`src/rtl/maxpool_1d_stream_if.sv`:
```
// Stream bundle around the pooling stage: input samples from the conv engine
// and pooled results to the next layer, each with a valid/ready handshake.
interface maxpool_1d_stream_if #(
  parameter int W = 16
);
  logic signed [W-1:0] x_data;
  logic                x_valid;
  logic                x_ready;
  logic signed [W-1:0] y_data;
  logic                y_valid;
  logic                y_ready;
  logic                y_last;

  // slave is the pooling block; master is whatever surrounds it
  modport slave (
    input  x_data, x_valid, y_ready,
    output x_ready, y_data, y_valid, y_last
  );

  modport master (
    output x_data, x_valid, y_ready,
    input  x_ready, y_data, y_valid, y_last
  );
endinterface

```
`src/rtl/maxpool_1d_stream.sv`:
```
// Streaming 1-D max pooling: reduces each non-overlapping window of P signed
// samples to its maximum, N samples per frame, last value of a frame tagged.
module maxpool_1d_stream #(
  parameter int N = 23,
  parameter int P = 2,
  parameter int W = 16
) (
  input  logic                 clk,
  input  logic                 reset,
  maxpool_1d_stream_if.slave   bus
);

  localparam int WC_W = (P > 1) ? $clog2(P) : 1;
  localparam int FC_W = (N > 1) ? $clog2(N) : 1;
  localparam logic [WC_W-1:0] WIN_LAST = WC_W'(P - 1);
  localparam logic [FC_W-1:0] FRM_LAST = FC_W'(N - 1);

  logic [WC_W-1:0]     win_cnt_q, win_cnt_d;
  logic [FC_W-1:0]     frm_cnt_q, frm_cnt_d;
  logic signed [W-1:0] cur_max_q, cur_max_d;
  logic signed [W-1:0] y_data_q,  y_data_d;
  logic                y_valid_q, y_valid_d;
  logic                y_last_q,  y_last_d;

  logic                closing;
  logic                frm_end;
  logic                x_ready;
  logic                accept;
  logic signed [W-1:0] win_max;

  // NOTE: every signal assigned here gets a default first, so no path can
  // leave one unassigned and infer a latch.
  always_comb begin
    frm_end = (frm_cnt_q == FRM_LAST);
    closing = (win_cnt_q == WIN_LAST) | frm_end;
    // Only the closing sample needs room in the output register.
    x_ready = ~closing | ~y_valid_q | bus.y_ready;
    accept  = bus.x_valid & x_ready;

    if (win_cnt_q == '0) win_max = bus.x_data;
    else                 win_max = (bus.x_data > cur_max_q) ? bus.x_data : cur_max_q;

    win_cnt_d = win_cnt_q;
    frm_cnt_d = frm_cnt_q;
    cur_max_d = cur_max_q;
    y_data_d  = y_data_q;
    y_valid_d = y_valid_q;
    y_last_d  = y_last_q;

    if (y_valid_q & bus.y_ready) y_valid_d = 1'b0;

    if (accept) begin
      if (closing) begin
        y_data_d  = win_max;
        y_valid_d = 1'b1;
        y_last_d  = frm_end;
        win_cnt_d = '0;
        frm_cnt_d = frm_end ? '0 : frm_cnt_q + 1'b1;
      end else begin
        cur_max_d = win_max;
        win_cnt_d = win_cnt_q + 1'b1;
        frm_cnt_d = frm_cnt_q + 1'b1;
      end
    end
  end

  // NOTE: state updates use non-blocking assignments so every flop samples
  // the pre-edge values computed above; reset is synchronous here.
  always_ff @(posedge clk) begin
    if (reset) begin
      win_cnt_q <= '0;
      frm_cnt_q <= '0;
      cur_max_q <= '0;
      y_data_q  <= '0;
      y_valid_q <= 1'b0;
      y_last_q  <= 1'b0;
    end else begin
      win_cnt_q <= win_cnt_d;
      frm_cnt_q <= frm_cnt_d;
      cur_max_q <= cur_max_d;
      y_data_q  <= y_data_d;
      y_valid_q <= y_valid_d;
      y_last_q  <= y_last_d;
    end
  end

  assign bus.x_ready = x_ready;
  assign bus.y_data  = y_data_q;
  assign bus.y_valid = y_valid_q;
  assign bus.y_last  = y_last_q;

endmodule
```
`src/flat_wrapper.sv`:
```
// flat-port wrapper written by rule: the top's interface ports become plain ports
module maxpool_1d_stream_flat 
#(
  parameter int N = 23,
  parameter int P = 2,
  parameter int W = 16
)
  (clk, reset, bus_x_data, bus_x_valid, bus_y_ready, bus_x_ready, bus_y_data, bus_y_valid, bus_y_last);
  maxpool_1d_stream_if #(.W(W)) bus_i ();
  input  logic clk;
  input  logic reset;
  input wire logic [$bits(bus_i.x_data)-1:0] bus_x_data;
  input wire logic [$bits(bus_i.x_valid)-1:0] bus_x_valid;
  input wire logic [$bits(bus_i.y_ready)-1:0] bus_y_ready;
  output wire logic [$bits(bus_i.x_ready)-1:0] bus_x_ready;
  output wire logic [$bits(bus_i.y_data)-1:0] bus_y_data;
  output wire logic [$bits(bus_i.y_valid)-1:0] bus_y_valid;
  output wire logic [$bits(bus_i.y_last)-1:0] bus_y_last;
  assign bus_i.x_data = bus_x_data;
  assign bus_i.x_valid = bus_x_valid;
  assign bus_i.y_ready = bus_y_ready;
  assign bus_x_ready = bus_i.x_ready;
  assign bus_y_data = bus_i.y_data;
  assign bus_y_valid = bus_i.y_valid;
  assign bus_y_last = bus_i.y_last;
  maxpool_1d_stream #(.N(N), .P(P), .W(W)) u_core (.clk(clk), .reset(reset), .bus(bus_i));
endmodule
```
`config.mk`:
```
export PLATFORM = sky130hd
export DESIGN_NAME = maxpool_1d_stream_flat
export DESIGN_NICKNAME = d
export VERILOG_FILES = /design/src/rtl/maxpool_1d_stream_if.sv /design/src/rtl/maxpool_1d_stream.sv /design/src/flat_wrapper.sv
export SDC_FILE = /design/constraint.sdc
export NUM_CORES = 1
export LEC_CHECK = 0
export CORE_UTILIZATION = 52
export DETAILED_ROUTE_END_ITERATION = 12
export HOLD_SLACK_MARGIN = 0.08
export PLACE_DENSITY = 0.81
export SYNTH_ARGS = -nofsm -noshare
export SYNTH_HDL_FRONTEND = slang
export SYNTH_SLANG_ARGS = --single-unit
```
`constraint.sdc`:
```
create_clock -name clk -period 2.75 [get_ports clk]
set_input_delay 0.4125 -clock clk [delete_from_list [all_inputs] [get_ports clk]]
set_output_delay 0.4125 -clock clk [all_outputs]
set_load 0.03 [all_outputs]
```
# Word level (Yosys, flattened, before mapping)
# Index checks and enable logic that the tools add are counted.
dict set report word_totals {
  reg_bits 40
  in_bits 20
  word_cells 27
}
dict set report classes {
  n_addsub 2
  magnitude_cmp 1
  n_eq_ne 1
  n_mux 8
  bitwise 7
  reduce_logical 2
}
# op n
set ops {}
lappend ops {{$mux 16} 2}
lappend ops {{$gt 16x16->1} 1}
lappend ops {{$mux 5} 2}
lappend ops {{$add 5x1->5 const B} 1}
lappend ops {{$eq 5x5->1 const B} 1}
lappend ops {{$mux 1} 4}
lappend ops {{$reduce_and 2->1} 2}
lappend ops {{$or 1x1->1} 3}
lappend ops {{$and 1x1->1} 2}
lappend ops {{$not 1->1} 2}
lappend ops {{$add 1x1->1 const B} 1}

# Depth between registers and ports, before layout
dict set report logic_depth {
  word_depth 7
  mapped_depth 10
  mapped_depth_nobuf 8
}

# Least setup slack after synthesis
# Ideal clock, no wire load.
dict set report synth_timing {
  kind {input port to flip-flop}
  start {in bus_x_data[15]}
  end {reg u_core.y_data_q[6], in the netlist u_core.bus.y_data[6]}
  setup_time_ns 0.142
  arrival_ns 2.201
  path_slack_ns 0.407
  cell_stages 9
  path_buffers 2
  cell_sequence {ha_1 > nand4_2 > nor4_4 > a32oi_1 > and3_1 > buf_2 > buf_2 > o31ai_1 > a311oi_1}
}
dict set report synth_between {
  elab_chain_len 3
}
# element line
set synth_lines {}
lappend synth_lines {{from (decl)} flat_wrapper.sv:12} ;# input wire logic [$bits(bus_i.x_data)-1:0] bus_x_data;
lappend synth_lines {{$gt 16x16->1} maxpool_1d_stream.sv:41} ;# else win_max = (bus.x_data > cur_max_q) ? bus.x_data : cur_max_q;
lappend synth_lines {{$mux 16} maxpool_1d_stream.sv:41}
lappend synth_lines {{$mux 16} maxpool_1d_stream.sv:40} ;# if (win_cnt_q == '0) win_max = bus.x_data;
lappend synth_lines {{to (signal assigned)} maxpool_1d_stream.sv:81} ;# y_data_q <= y_data_d;
lappend synth_lines {{to (decl)} maxpool_1d_stream.sv:21} ;# logic signed [W-1:0] y_data_q, y_data_d;
# Every way passes these cells.
# A chain may end at the register's enable or synchronous reset.

# Final worst setup path
dict set report layout_timing {
  start {in bus_x_data[11]}
  end {reg u_core.y_data_q[5], in the netlist u_core.bus.y_data[5]}
}
# Same word-level chain as after synthesis.

==> flow_summary_export.csv <==
group,metric,value,unit
cts,h-tree-depth,2,
layout,diodes,0,
grt,grt_util_all_layers,27.7,%
setup_path,cp-end-kind,"flop",
die,rows,23,
timing,fmax,382,MHz
power_and_ir_drop,leakage,1.10,nW
timing,whs,0.463,ns
logic_synthesis,synthFlopType,"dfxtp_1",
die,die-width,67.1,um
layout,area_delta_synth_final,32.2,%
drt,drt-initial-drc-count,210,
place,placed_area,2810,um^2
drt,wirelength,5830,um
run_status,outcome,"complete, no violations",
die,start_util,54.7,%
layout,utilization,72.3,%
logic_synthesis,synth_area_leader_cell,"dfxtp_1",
logic_synthesis,synthesis.instances,268,
cts,clockBufferDepth,2,
timing,finalClockSkew,0.00254,ns
timing,period_share,95.3,%
drt,via_count,2266,
drt,post_drt_wl_per_cell,15.6,um
logic_synthesis,yosysSeqAreaShare,36.4,%
timing,max_slew_margin,54.8,%
layout,drive_gt1_share,14.8,%
layout,seq_area,801,um^2
setup_path,r2r-start,"u_core.cur_max_q[11]$_SDFFE_PP0P_",
min_path,min_from,"u_core.bus.y_last$_SDFFE_PP0P_",
grt,antenna_found_initial,0,
cts,hold_buffers,0,
drt,antenna_left,0,
setup_path,crit_arrival,2.81,ns
logic_synthesis,synth.top_cell.area_share,36.4,%
logic_synthesis,synth_edf_count,0,
min_path,whs_path_depth,2,
timing,hold_violations,0,
setup_path,r2r_setup_slack,0.27,ns
drt,drc,0,
grt,grt_pass1_wl,9270,um
logic_synthesis,ys_types,34,
grt,grt_overflow,0,
die,core_area,4030,um^2
logic_synthesis,ys_async_sr_fraction,0,%
min_path,holdPathEnd,"u_core.bus.y_last$_SDFFE_PP0P_",
cts,clk_latency,0.30,ns
cts,clock_sinks,40,
layout,fill_cells,336,
drt,first_pass_iters,4,
die,io_pins,39,
setup_path,critPathKind,"input pin to flop",
logic_synthesis,netlist_area,2200,um^2
logic_synthesis,yosysMostFrequentCell,"dfxtp_1",
setup_path,worstPathRequired,2.94,ns
layout,multi_input_area,1240,um^2
logic_synthesis,ys_warn_count,0,
logic_synthesis,syn_nets,306,
power_and_ir_drop,vdd_drop_max,0.000321,V
grt,grt_pass1_vias,2052,
cts,path_clk_slew,0.07,ns
grt,grt_max_degree,33,
timing,finalSetupViolCount,0,
flow_run,drv_cap,0,
layout,nets,363,
power_and_ir_drop,p_per_area,491,nW/um^2
place,io_buffer_count,38,
cts,tritoncts,"yes",
die,die-area,4500,um^2
setup_path,critPathMaxFanout,16,
timing,period_needed,2.62,ns
logic_synthesis,ys_seq_elements,40,
setup_path,r2r_end,"u_core.bus.y_data[5]$_SDFFE_PP0P_",
layout,final_area,2910,um^2
setup_path,ff2ff_path_depth,9,
timing,max_slew.worst_pin.slew,0.675,ns
timing,slew_violations,0,
cts,root_buffer,"clkbuf_8",
drt,viasPerCell,6.04,
logic_synthesis,synth.avg_cell_area,8.22,um^2
min_path,hp-class,"flop to flop",
cts,numCtsBuffers,5,
logic_synthesis,synthTopCellsByArea,"dfxtp_1 (36%), ha_1 (10%), a311oi_1 (6.4%), a21oi_1 (5.7%), nand4_1 (5.7%)",
die,die_y,67.1,um
logic_synthesis,synth_top_cells_by_count,"dfxtp_1 (40), a21oi_1 (25), nand2_1 (24), nor2_1 (24), nand4_1 (20)",
setup_path,start_kind,"input pin",
place,dpl.hpwl,4410,um
place,routabilityCongestion,0.929,
[worst max-delay path by stage]
stage	to	cells past startpoint	slack, ns	from
floorplan	u_core.bus.y_data[6]$_SDFFE_PP0P_	9	0.41	bus_x_data[15]
global route	u_core.bus.y_data[14]$_SDFFE_PP0P_	9	-0.03	bus_x_data[11]
detailed placement	u_core.bus.y_data[5]$_SDFFE_PP0P_	10	-0.17	bus_x_data[15]
finish	u_core.bus.y_data[5]$_SDFFE_PP0P_	9	0.13	bus_x_data[11]
global placement	u_core.bus.y_data[13]$_SDFFE_PP0P_	9	-0.03	bus_x_data[15]
CTS	u_core.bus.y_data[5]$_SDFFE_PP0P_	10	0.13	bus_x_data[15]
[layout by cell type, fill, tap and decap left out, types with 2 or more instances in the layout]
| cell | instances |
|---|---|
| o31ai_1 | 16 |
| a21oi_1 | 25 |
| or2_2 | 2 |
| o21a_1 | 2 |
| a311oi_1 | 16 |
| a211oi_1 | 2 |
| nand2_1 | 24 |
| ha_1 | 18 |
| inv_1 | 18 |
| nor2_1 | 23 |
| nand4_1 | 20 |
| a21o_1 | 2 |
| clkbuf_8 | 7 |
| clkdlybuf4s50_1 | 37 |
| nand2b_1 | 2 |
| xor2_1 | 3 |
| buf_4 | 33 |
| nand3_1 | 19 |
| dfxtp_1 | 40 |
[repair_timing]
action | in CTS | in global routing
setup endpoints to repair | 0 | 2
resized for setup | 0 | 0
buffers inserted | 0 | 1
[power breakdown]
group,total [mW],switching [mW],internal (mW)
Sequential,0.639,0.0270,0.612
Combinational,0.368,0.203,0.165
Clock,0.422,0.198,0.223
Total,1.43,0.428,1.00
[per-stage QoR]
step	cells	setup slack [ns]	total power [mW]	setup TNS [ns]
detailed placement	367	-0.166	1.02	-1.13
CTS	374	0.132	1.43	0
finish	375	0.130	1.43	0
floorplan	268	0.407	0.857	0
global placement	367	-0.0325	1.01	-0.156
global route	375	-0.0300	1.49	-0.0440
[flip-flops by register name (all words and copies together) (netlist names)]
signal              flops
u_core.bus.y_data      16
u_core.bus.y_last       1
u_core.bus.y_valid      1
u_core.cur_max_q       16
u_core.frm_cnt_q        5
u_core.win_cnt_q        1
[routing by layer]
layer  vias to the layer above  wire length, um  share of wire, %  GRT usage [%]
met2                        92             2810                48           45.9
met4                         0              112               1.9           10.4
met1                      1060             2570                44           35.4
li1                       1102                -                 -              -
met3                        12              345               5.9           4.62
met5                         -                0                 0              0
[logic make-up (layout without fill, tap and decap cells)]
kind of cell / count (synthesis) / count (layout) / share of synthesized area, %
buffers and inverters: 40 / 97 / 7.33
and+or+nand+nor: 97 / 97 / 22.0
DFF: 40 / 40 / 36.4
xor gates and xnor gates: 4 / 4 / 1.59
adders and majority gates: 18 / 18 / 10.2
AOI/OAI and AO/OA: 69 / 69 / 22.4
[worst max-delay path: stages]
cell and delay [ns]:
clkdlybuf4s50_1 0.44, ha_1 0.31, nand4_1 0.18, nor4_4 0.38, buf_4 0.17, a211o_1 0.16, o211a_4 0.30, o31ai_1 0.12
a311oi_1 0.33
[final cells by class]
| class | instances | share of cell area [%] |
|---|---|---|
| Multi-Input combinational cell | 188 | 42.7 |
| Clock buffer | 7 | 3.31 |
| Timing Repair Buffer | 71 | 21.9 |
| Inverter | 19 | 2.45 |
| Sequential cell | 40 | 27.5 |
| Tap cell | 50 | 2.15 |
Power figures use the tool's default switching activity.
==> edit, RTL diff (same flow settings) <==
Reset style: asynchronous (`reset`), changed in one clocked block.
--- a/src/rtl/maxpool_1d_stream.sv
+++ b/src/rtl/maxpool_1d_stream.sv
@@ -68,3 +68,3 @@
   // the pre-edge values computed above; reset is synchronous here.
-  always_ff @(posedge clk) begin
+  always_ff @(posedge clk or posedge reset) begin
     if (reset) begin
Formal check against the unedited RTL: differs if reset is asserted again (counterexample within 4 cycles, from zero or initial values and one cycle with reset high); with reset held inactive, the same outputs for 10 cycles.
==> edit against the unedited design <==
Synthesized area increased by 11%; sequential cell count unchanged; via count decreased by 8.8%; global-route usage decreased by 4.8 points; setup slack got worse by 0.032 ns; wire length decreased by 10%; critical endpoint is now u_core.bus.y_data[5]; clock skew increased by 0.0057 ns; cell area increased by 4.5%.
Power is not compared: it rests on default switching activity, and its combinational part moved more than twofold at a synthesized area within 25%.
==> edit: results (changes against the unedited design) <==
\begin{tabular}{lr}
\hline
Metric & Value \\
\hline
\multicolumn{2}{l}{\textbf{Place}} \\
\quad HPWL after detailed placement & 3.685 mm (-16\%) \\
\quad Instance area at placement & 2958 µm² (+5.3\%) \\
\quad Final GP Congestion & 0.7917 (-15\%) \\
\quad Pre-CTS setup slack & -0.1838 ns (-0.01812 ns) \\
\multicolumn{2}{l}{\textbf{Logic synthesis}} \\
\quad Library cells used by synthesis & 39 (+15\%) \\
\quad Share of async-settable or async-resettable flops after synthesis & 100.0\% (+100 points) \\
\quad Synthesized net count & 284 (-7.2\%) \\
\quad Library cell occupying the most area in the post-synthesis netlist & dfrtp\_1 \\
\multicolumn{2}{l}{\textbf{Finish}} \\
\quad Final instance count without filler cells & 345 (-8.0\%) \\
\quad Share of final-layout standard cells stronger than drive strength 1 & 10.92\% (-3.8 points) \\
\quad Final nets & 331 (-8.8\%) \\
\multicolumn{2}{l}{\textbf{GRT}} \\
\quad First-pass GRT wire length & 8.963 mm (-3.3\%) \\
\quad Number of global-route vias before repair & 1980 (-3.5\%) \\
\quad Met1 global-route usage & 29.31\% (-6.1 points) \\
\quad GR Util met3 & 5.339\% (+0.72 points) \\
\quad Total Routing Usage GR & 22.86\% (-4.8 points) \\
\quad Pin count of the biggest net entering global routing & 41 (+24\%) \\
\quad Met2 Use GR & 38.31\% (-7.6 points) \\
\multicolumn{2}{l}{\textbf{Status}} \\
\quad Outcome & finished clean \\
\multicolumn{2}{l}{\textbf{Critical path}} \\
\quad Capturing element of the worst setup path & u\_core.bus.y\_data[5] \\
\quad Worst-path maximum fanout & 20 (+4) \\
\quad Beginning of the critical path & bus\_x\_data[15] \\
\quad Startpoint of the worst-slack reg-to-reg timing path & u\_core.cur\_max\_q[14] \\
\multicolumn{2}{l}{\textbf{Min path}} \\
\quad Hold path startpoint & u\_core.bus.y\_data[2] \\
\quad Destination of the worst hold path & u\_core.bus.y\_data[2] \\
\multicolumn{2}{l}{\textbf{Power and ir drop}} \\
\quad Power after layout & 2.802 mW \\
\multicolumn{2}{l}{\textbf{STA}} \\
\quad Hold slack & 0.5154 ns (+0.05233 ns) \\
\quad Period utilisation layout & 96.43\% (+1.2 points) \\
\quad Max transition margin & 48.49\% (-6.3 points) \\
\multicolumn{2}{l}{\textbf{Routing}} \\
\quad Average detailed-routed wire length per instance & 15.23 µm (-2.1\%) \\
\quad Initial DRC Count & 123 (-41\%) \\
\quad Routed metal-1 wire length & 2.348 mm (-8.6\%) \\
\quad Via total after detailed routing & 2067 (-8.8\%) \\
\quad Amount of wire on met3 after detailed routing & 262 µm (-24\%) \\
\hline
\end{tabular}
[edit: cell type report]
cell class                 instances  area (µm²)
clock buffer                       6       72.57
sequential                        40        1001
timing repair buffer              56       540.5
multi-input combinational        171        1287
fill                             356        1371
inverter                          19       71.32
clock inverter                     1       5.005
tap                               52       65.06
[edit: kinds of logic after synthesis]
family | Yosys count | share of synthesized area, %
adder cells (fa/ha/maj) | 18 | 9.250
buffers and inverters | 35 | 6.783
multiplexers | 16 | 7.348
AO/OA/AOI/OAI | 56 | 17.99
flip-flops | 40 | 41.11
AND/OR/NAND/NOR | 81 | 17.52
[edit: worst reg2reg max path: cells and delay by family, from the launching register on]
family | cells | cell delay, ns
fa+ha+maj | 1 | 0.31
flops | 1 | 0.38
buf+inv | 2 | 0.26
compound gates | 2 | 0.28
simple gates | 4 | 1.18
